[src/rtl/priority_arbiter_n_pkg.sv]
// priority_arbiter_n_pkg
//   Shared definitions for the priority arbiter slice:
//     arb_state_t : two-state grant FSM encoding (IDLE, GRANT)
//     idx_w()     : width of a grant index for an n-input arbiter
package priority_arbiter_n_pkg;

  typedef enum logic {
    IDLE  = 1'b0,
    GRANT = 1'b1
  } arb_state_t;

  // Index width for n requesters. The legal range of n starts at 2,
  // so the result is always at least 1.
  function automatic int idx_w(input int n);
    return $clog2(n);
  endfunction

endpackage

[src/rtl/priority_arbiter_n_prio_enc.sv]
// prio_enc_n
//   Combinational highest-index-wins priority encoder.
//   Ports:
//     req : N-bit request vector
//     idx : index of the highest set bit of req (0 when req is all zero)
//     any : high when any bit of req is set
module prio_enc_n
  import priority_arbiter_n_pkg::*;
#(
  parameter int N  = 4,
  parameter int IW = idx_w(N)
) (
  input  logic [N-1:0]  req,
  output logic [IW-1:0] idx,
  output logic          any
);

  // Scan upward so that the last set bit seen, the highest one, wins.
  always_comb begin
    idx = '0;
    any = 1'b0;
    for (int i = 0; i < N; i++) begin
      if (req[i]) begin
        idx = IW'(i);
        any = 1'b1;
      end
    end
  end

endmodule

[src/rtl/priority_arbiter_n.sv]
// priority_arbiter_n
//   N-input arbiter holding one grant at a time until it is acknowledged.
//   RR_EN=0: fixed priority, highest index wins.
//   RR_EN=1: round-robin, the most recently acked requester gets the
//            lowest priority.
//   Ports:
//     clk        : clock, rising edge
//     rst_n      : asynchronous active-low reset
//     en         : arbitration enable; dropping it aborts a held grant
//     req        : N-bit request vector, bit i = requester i
//     ack        : consumer accepts the current grant
//     gnt_valid  : a grant is held (registered)
//     gnt_idx    : granted index (registered, 0 when no grant)
//     gnt_onehot : granted requester, one-hot (registered, 0 when no grant)
module priority_arbiter_n
  import priority_arbiter_n_pkg::*;
#(
  parameter int N     = 4,
  parameter int RR_EN = 0,
  parameter int IW    = idx_w(N)
) (
  input  logic          clk,
  input  logic          rst_n,
  input  logic          en,
  input  logic [N-1:0]  req,
  input  logic          ack,
  output logic          gnt_valid,
  output logic [IW-1:0] gnt_idx,
  output logic [N-1:0]  gnt_onehot
);

  arb_state_t    state, state_nxt;
  logic [IW-1:0] last, last_nxt;
  logic [IW-1:0] idx_nxt;
  logic [N-1:0]  onehot_nxt;

  logic [IW-1:0] ptr;
  logic [N-1:0]  req_rot;
  logic [IW-1:0] enc_idx;
  logic          enc_any;
  logic [IW-1:0] win_idx;
  logic [N-1:0]  win_onehot;
  logic          load, clear;

  // Modulo-N reduction for sums of two indices, each already below N.
  function automatic int wrap(input int v);
    return (v >= N) ? v - N : v;
  endfunction

  // On an accepted ack the pointer being written this edge is the
  // acked index, so back-to-back arbitration must already use it.
  always_comb begin
    if (RR_EN == 0) begin
      ptr = '0;
    end else if (state == GRANT && ack) begin
      ptr = gnt_idx;
    end else begin
      ptr = last;
    end
  end

  // Rotate so that index ptr-1 lands on the top bit and index ptr on
  // bit 0; a highest-index search then walks ptr-1, ptr-2, ... ptr.
  always_comb begin
    req_rot = '0;
    for (int j = 0; j < N; j++) begin
      req_rot[j] = req[wrap(j + int'(ptr))];
    end
  end

  prio_enc_n #(
    .N  (N),
    .IW (IW)
  ) u_prio_enc (
    .req (req_rot),
    .idx (enc_idx),
    .any (enc_any)
  );

  always_comb begin
    win_idx = IW'(wrap(int'(enc_idx) + int'(ptr)));
    win_onehot = '0;
    for (int i = 0; i < N; i++) begin
      win_onehot[i] = (win_idx == IW'(i));
    end
  end

  always_comb begin
    state_nxt  = state;
    last_nxt   = last;
    idx_nxt    = gnt_idx;
    onehot_nxt = gnt_onehot;
    load       = 1'b0;
    clear      = 1'b0;

    case (state)
      IDLE: begin
        // ack is meaningless without a grant and is ignored here.
        if (en && enc_any) begin
          state_nxt = GRANT;
          load      = 1'b1;
        end
      end
      GRANT: begin
        if (ack) begin
          // An ack always retires the grant, even alongside en=0.
          last_nxt = gnt_idx;
          if (en && enc_any) begin
            load = 1'b1;
          end else begin
            state_nxt = IDLE;
            clear     = 1'b1;
          end
        end else if (!en) begin
          state_nxt = IDLE;
          clear     = 1'b1;
        end
      end
    endcase

    if (load) begin
      idx_nxt    = win_idx;
      onehot_nxt = win_onehot;
    end
    if (clear) begin
      idx_nxt    = '0;
      onehot_nxt = '0;
    end
  end

  always_ff @(posedge clk or negedge rst_n) begin
    if (!rst_n) begin
      state      <= IDLE;
      last       <= '0;
      gnt_idx    <= '0;
      gnt_onehot <= '0;
    end else begin
      state      <= state_nxt;
      last       <= last_nxt;
      gnt_idx    <= idx_nxt;
      gnt_onehot <= onehot_nxt;
    end
  end

  assign gnt_valid = (state == GRANT);

endmodule

[config.mk]
export PLATFORM = sky130hd
export DESIGN_NAME = priority_arbiter_n
export DESIGN_NICKNAME = d
export VERILOG_FILES = /design/src/rtl/priority_arbiter_n_pkg.sv /design/src/rtl/priority_arbiter_n_prio_enc.sv /design/src/rtl/priority_arbiter_n.sv
export SDC_FILE = /design/constraint.sdc
export NUM_CORES = 1
export LEC_CHECK = 0
export CORE_AREA = 5 5 42 44
export DETAILED_ROUTE_END_ITERATION = 10
export DIE_AREA = 0 0 47 49
export PLACE_DENSITY = 0.57
export SYNTH_ARGS = -nofsm -noshare
export SYNTH_HDL_FRONTEND = slang
export SYNTH_SLANG_ARGS = --single-unit
[constraint.sdc]
create_clock -name clk -period 2.3 [get_ports clk]
set_input_delay 0.46 -clock clk [delete_from_list [all_inputs] [get_ports clk]]
set_output_delay 0.46 -clock clk [all_outputs]
set_load 0.05 [all_outputs]
==> qor.yml, run 1 <==
cts_hold_buf: 0
holdCritPathClass: "in2async"
slowest_delay_ps: 840
finalSetupViolCount: 0
tns_ps: 0
combPwrFrac_pct: 27.9
p_sw_uw: 114
via_per_inst: 5.25
timing.final.crit_share_pct: 86.1
rsz0062_at_grt: "false"
end_kind: "output pin"
yosysTopAreaCell: "dfrtp_1"
syn_area_per_cell_sq_um: 10.4
dp_slack_ps: 446
power-per-cell-area_nw_per_um2: 615
async_flop_share_pct: 100
startpoint_type: "flip-flop"
synthesis.area_sq_um: 397
routed_wl_um: 967
path_max_fanout: 7
globalRouteMet2Util_pct: 13.8
grt_pass1_vias: 403
cts.sinks: 7
grt_max_degree: 11
netlist.area_leader.share_pct: 44.2
die_area_sq_um: 2300
num_rows: 14
grtUsageTotal_pct: 10.9
final_core_util_pct: 40.8
ios: 15
antenna_found_initial: 0
pwr-share-clk_pct: 32.1
status: "complete, no violations"
grt_pass1_wl_um: 1770
hold_viol: 0
clkTransAtPathRegs_ps: 50
vias: 373
clock_path_buffers: 2
avgRoutedWirePerCell_um: 13.6
worst_slack_ps: 319
yosys_warnings: 0
numCtsBuffers: 3
use_met1_pct: 14.7
drv_slew: 0
drt_first_iter_violations: 2
crit_slowest_cell: "clkdlybuf4s50_1"
core_region_area_sq_um: 1400
max_freq_ghz: 0.505
synth.net_count: 46
port_buffers: 14
ys_types: 24
arrival_ps: 1520
syn-instance-count: 38
crit_chain: "clkdlybuf4s50_1"
worst_clock_skew_ps: 3.63
h-tree-depth: 1
cts_resized: 0
gp_congestion: 0.778
cp.required_ps: 1840
crit_family: "buffers and inverters"
irDropWorstVdd_mv: 0.234
ys_top_cells_by_area: "dfrtp_1, o2bb2ai_1, mux2i_1"
maxCapViolCount: 0
drive_gt1_share_pct: 12.7
start_util_pct: 28.3
p_sw_share_pct: 32.3
p_seq_share_pct: 40.0
post_cts_buffers: 0
drc_errors: 0
synth_edf_count: 0
grt_util_met3_pct: 3.32
syn_to_final_growth_pct: 44.2
dr.pass1.iters: 4
die_h_um: 49
cts_tree: "built"
die_w_um: 47
top_usage_layer: "met1"
cp_num_buf_inv: 1
cts-root-buf: "clkbuf_4"
synthFlopType: "dfrtp_1"
final_nets: 64
ant_nets: 0
whs_ps: 474
worstSkewPairLatency_ps: 250
ys_seq_area_share_pct: 44.2
power.internal_uw: 238
num_antenna_cells: 0
grt_overflow: 0
tightest_slew_ps: 499
layout_min_cycle_time_ps: 1980
path_class: "reg2out"
leakagePower_nw: 0.232
ys_seq_elements: 7
relSlewSlack_pct: 66.6
-- cells in the mapped netlist, types with 2 or more instances --
| library cell | count |
|---|---|
| mux2i_1 | 2 |
| dfrtp_1 | 7 |
| o2bb2ai_1 | 3 |
| nand2_1 | 3 |
| o211ai_1 | 2 |
| nor2b_1 | 2 |
| nor2_1 | 2 |
-- cell usage in the layout (no fill, tap or decap), drive strengths merged --
master         instances
o2bb2ai                3
clkdlybuf4s50         14
and2b                  1
nand3b                 1
nor3                   1
inv                    1
o21ba                  1
nand2b                 1
or2                    1
o2bb2a                 1
nand3                  1
nand2                  3
a21oi                  1
o211ai                 2
nor2b                  2
dfrtp                  7
o21ai                  1
nand4                  1
a31oi                  1
nor4                   1
a32o                   1
mux2i                  2
nor2                   2
clkbuf                 4
and3b                  1
-- final cells by class --
cell class / count / area, sq um
Timing Repair Buffer: 14 / 140
Inverter: 1 / 3.75
Tap cell: 16 / 20.0
Clock buffer: 4 / 26.3
Sequential cell: 7 / 175
Fill cell: 162 / 830
Multi-Input combinational cell: 29 / 206
-- sequential cells by signal (all words and copies together) (netlist names) --
signal	count
gnt_onehot	4
gnt_valid	1
gnt_idx	2
-- metal layers --
metal | part of all wire [%] | vias to the layer above
li1 | - | 175
met1 | 48 | 181
met2 | 45 | 13
met3 | 5.4 | 4
met4 | 1.8 | 0
met5 | 0 | -
-- cells by family after synthesis --
kind of cell / after synthesis / synth area share, %
DFF: 7 / 44.2
buffers and inverters: 2 / 3.78
AOI/OAI and AO/OA: 11 / 22.1
and+or+nand+nor: 16 / 24.9
muxes: 2 / 5.05
-- through the flow --
stage	power (mW)	instances	area [sq um]
2_1_floorplan	0.200	38	397
5_1_grt	0.373	71	572
3_5_place_dp	0.242	67	546
4_1_cts	0.357	71	572
3_3_place_gp	0.243	67	546
6_report	0.352	71	572
-- final timing paths --
check | cells after the start | end | slack [ps] | from
max | 1 | gnt_valid | 320 | gnt_valid
min | 1 | gnt_onehot[2] | 470 | rst_n
max reg2reg | 3 | gnt_idx[1] | 940 | gnt_valid
min reg2reg | 1 | gnt_onehot[3] | 520 | gnt_onehot[3]
max in group asynchronous | 1 | gnt_valid | 1570 | rst_n
min in group clk | 1 | gnt_onehot[3] | 520 | gnt_onehot[3]
-- power groups by stage --
stage          Combinational, mW  Sequential, mW  Clock [mW]
2_1_floorplan             0.0248           0.175           0
3_3_place_gp              0.0990           0.143           0
3_5_place_dp              0.0987           0.143           0
4_1_cts                   0.0990           0.141       0.117
5_1_grt                    0.105           0.143       0.125
6_report                  0.0982           0.141       0.113
(Power assumes the default switching activity.)
==> inputs of run 2 (changes only) <==
Settings changed: CORE_AREA 5 5 42 44 to 10 10 47 49, DIE_AREA 0 0 47 49 to 0 0 57 59.
==> run 2 against run 1 <==
Net effect: non-clock buffer count did not move; die area rose by 46%; final cell count did not move; routed wire length rose by 14%; flip-flop and latch count did not move; sequential power barely moved; worst hold slack improved by 4.0 ps; clock-buffer cell count did not move; final area did not move; fmax fell by 2.0%; critical endpoint unchanged.
==> qor.yml, run 2 (synthesized netlist as in run 1, its figures left out) <==
drt_first_iter_violations: 7  # +5
grt_pass1_vias: 390  # -3.2%
relSlewSlack_pct: 65.6  # -1.1 points
routed_wl_um: 1100  # +14%
irDropWorstVdd_mv: 0.249  # +6.4%
crit_family: "buffers and inverters"
cp_num_buf_inv: 1  # unchanged
antenna_found_initial: 0  # unchanged
cts-root-buf: "clkbuf_4"
clkTransAtPathRegs_ps: 50  # about the same
die_h_um: 59  # +20%
worstSkewPairLatency_ps: 250  # about the same
cp.required_ps: 1840  # about the same
crit_path_start: "gnt_valid"
regMostFlops: "gnt_onehot"
final_nets: 64  # unchanged
arrival_ps: 1560  # +40 ps
slowest_delay_ps: 860  # +20 ps
drive_gt1_share_pct: 12.7  # unchanged
post_cts_buffers: 0  # unchanged
path_class: "reg2out"
max_freq_ghz: 0.495  # -2.0%
final_common_cell: "clkdlybuf4s50_1"
timing.final.crit_share_pct: 87.9  # +1.8 points
clock_path_buffers: 2  # unchanged
tns_ps: 0  # unchanged
end_kind: "output pin"
crit_slowest_cell: "clkdlybuf4s50_1"
path_max_fanout: 7  # unchanged
start_util_pct: 28.3  # unchanged
via_per_inst: 5.21  # -0.80%
holdCritPathClass: "in2async"
grt_overflow: 0  # unchanged
drc_errors: 0  # unchanged
h-tree-depth: 1  # unchanged
startpoint_type: "flip-flop"
numCtsBuffers: 3  # unchanged
syn_to_final_growth_pct: 44.2  # unchanged
avgRoutedWirePerCell_um: 15.5  # +14%
stdcell_count: 71  # unchanged
crit_chain: "clkdlybuf4s50_1"
grt_max_degree: 11  # unchanged
num_rows: 14  # unchanged
dr.pass1.iters: 4  # unchanged
largest_reg_flops: 4  # unchanged
drv_slew: 0  # unchanged
power-per-cell-area_nw_per_um2: 618  # +0.50%
tightest_slew_ps: 515  # +16.0 ps
r2r-start: "gnt_valid"
die_w_um: 57  # +21%
status: "complete, no violations"
cts_hold_buf: 0  # unchanged
dp.cells: 67  # unchanged
maxCapViolCount: 0  # unchanged
rsz0062_at_grt: "false"
final_cell_mix: "clkdlybuf4s50_1, dfrtp_1, nand2_1, o2bb2ai_1, clkbuf_4"
leakagePower_nw: 0.232  # unchanged
num_antenna_cells: 0  # unchanged
cts_resized: 0  # unchanged
ios: 15  # unchanged
core_region_area_sq_um: 1400  # unchanged
finalSetupViolCount: 0  # unchanged
cts_tree: "built"
gp_congestion: 0.770  # -1.1%
layout_min_cycle_time_ps: 2020  # +40.8 ps
ant_nets: 0  # unchanged
hold_viol: 0  # unchanged
grtUsageTotal_pct: 7.04  # -3.8 points
worst_clock_skew_ps: 0.167  # -3.46 ps
vias: 370  # -0.80%
port_buffers: 14  # unchanged
die_area_sq_um: 3360  # +46%
grt_pass1_wl_um: 1840  # +3.5%
cts.sinks: 7  # unchanged
## run 2: layout make-up
| cell class | count | area, sq um |
|---|---|---|
| Clock buffer | 4 | 26.3 |
| Tap cell | 16 | 20.0 |
| Inverter | 1 | 3.75 |
| Timing Repair Buffer | 14 | 140 |
| Sequential cell | 7 | 175 |
| Fill cell | 149 | 830 |
| Multi-Input combinational cell | 29 | 206 |
## run 2: metal layers
layer | vias to the layer above | share of wire, % | track usage (%)
met1 | 171 | 42 | 7.59
met3 | 5 | 12 | 4.72
met5 | - | 0 | 0
met4 | 0 | 2.1 | 4.03
li1 | 176 | - | -
met2 | 18 | 44 | 10.1
## run 2: final timing paths
kind / end / slack (ps) / cells after the start
worst min-delay path: gnt_onehot[0] / 480 / 1
worst max register to register: gnt_idx[1] / 940 / 3
worst max-delay path: gnt_valid / 280 / 1
min in group clk: gnt_idx[1] / 520 / 1
max in group asynchronous: gnt_onehot[2] / 1570 / 1
worst min register to register: gnt_idx[1] / 520 / 1
## run 2: power by group
group / internal (mW) / total, mW / switching, mW
Sequential: 0.133 / 0.142 / 0.00915
Clock: 0.0663 / 0.113 / 0.0468
Combinational: 0.0393 / 0.0988 / 0.0595
## run 2: per-stage QoR
stage | worst slack (ps) | util, % | instance area, sq um | hold slack (ps) | total power, mW
finish | 278 | 40.8 | 572 | 478 | 0.354
global route | 219 | 40.8 | 572 | 499 | 0.375
CTS | 279 | 40.8 | 572 | 484 | 0.357
detailed placement | 476 | 38.9 | 546 | 504 | 0.242
global placement | 469 | 38.9 | 546 | 502 | 0.243
floorplan | 815 | - | 397 | 164 | 0.200
==> inputs of run 3 (changes only) <==
Settings changed: CTS_CLUSTER_SIZE from default to 10, HOLD_SLACK_MARGIN from default to 0.02, SLEW_MARGIN from default to 0.
==> results of run 3 <==
No change in the layout: final DEF, timing and power equal those of run 2.
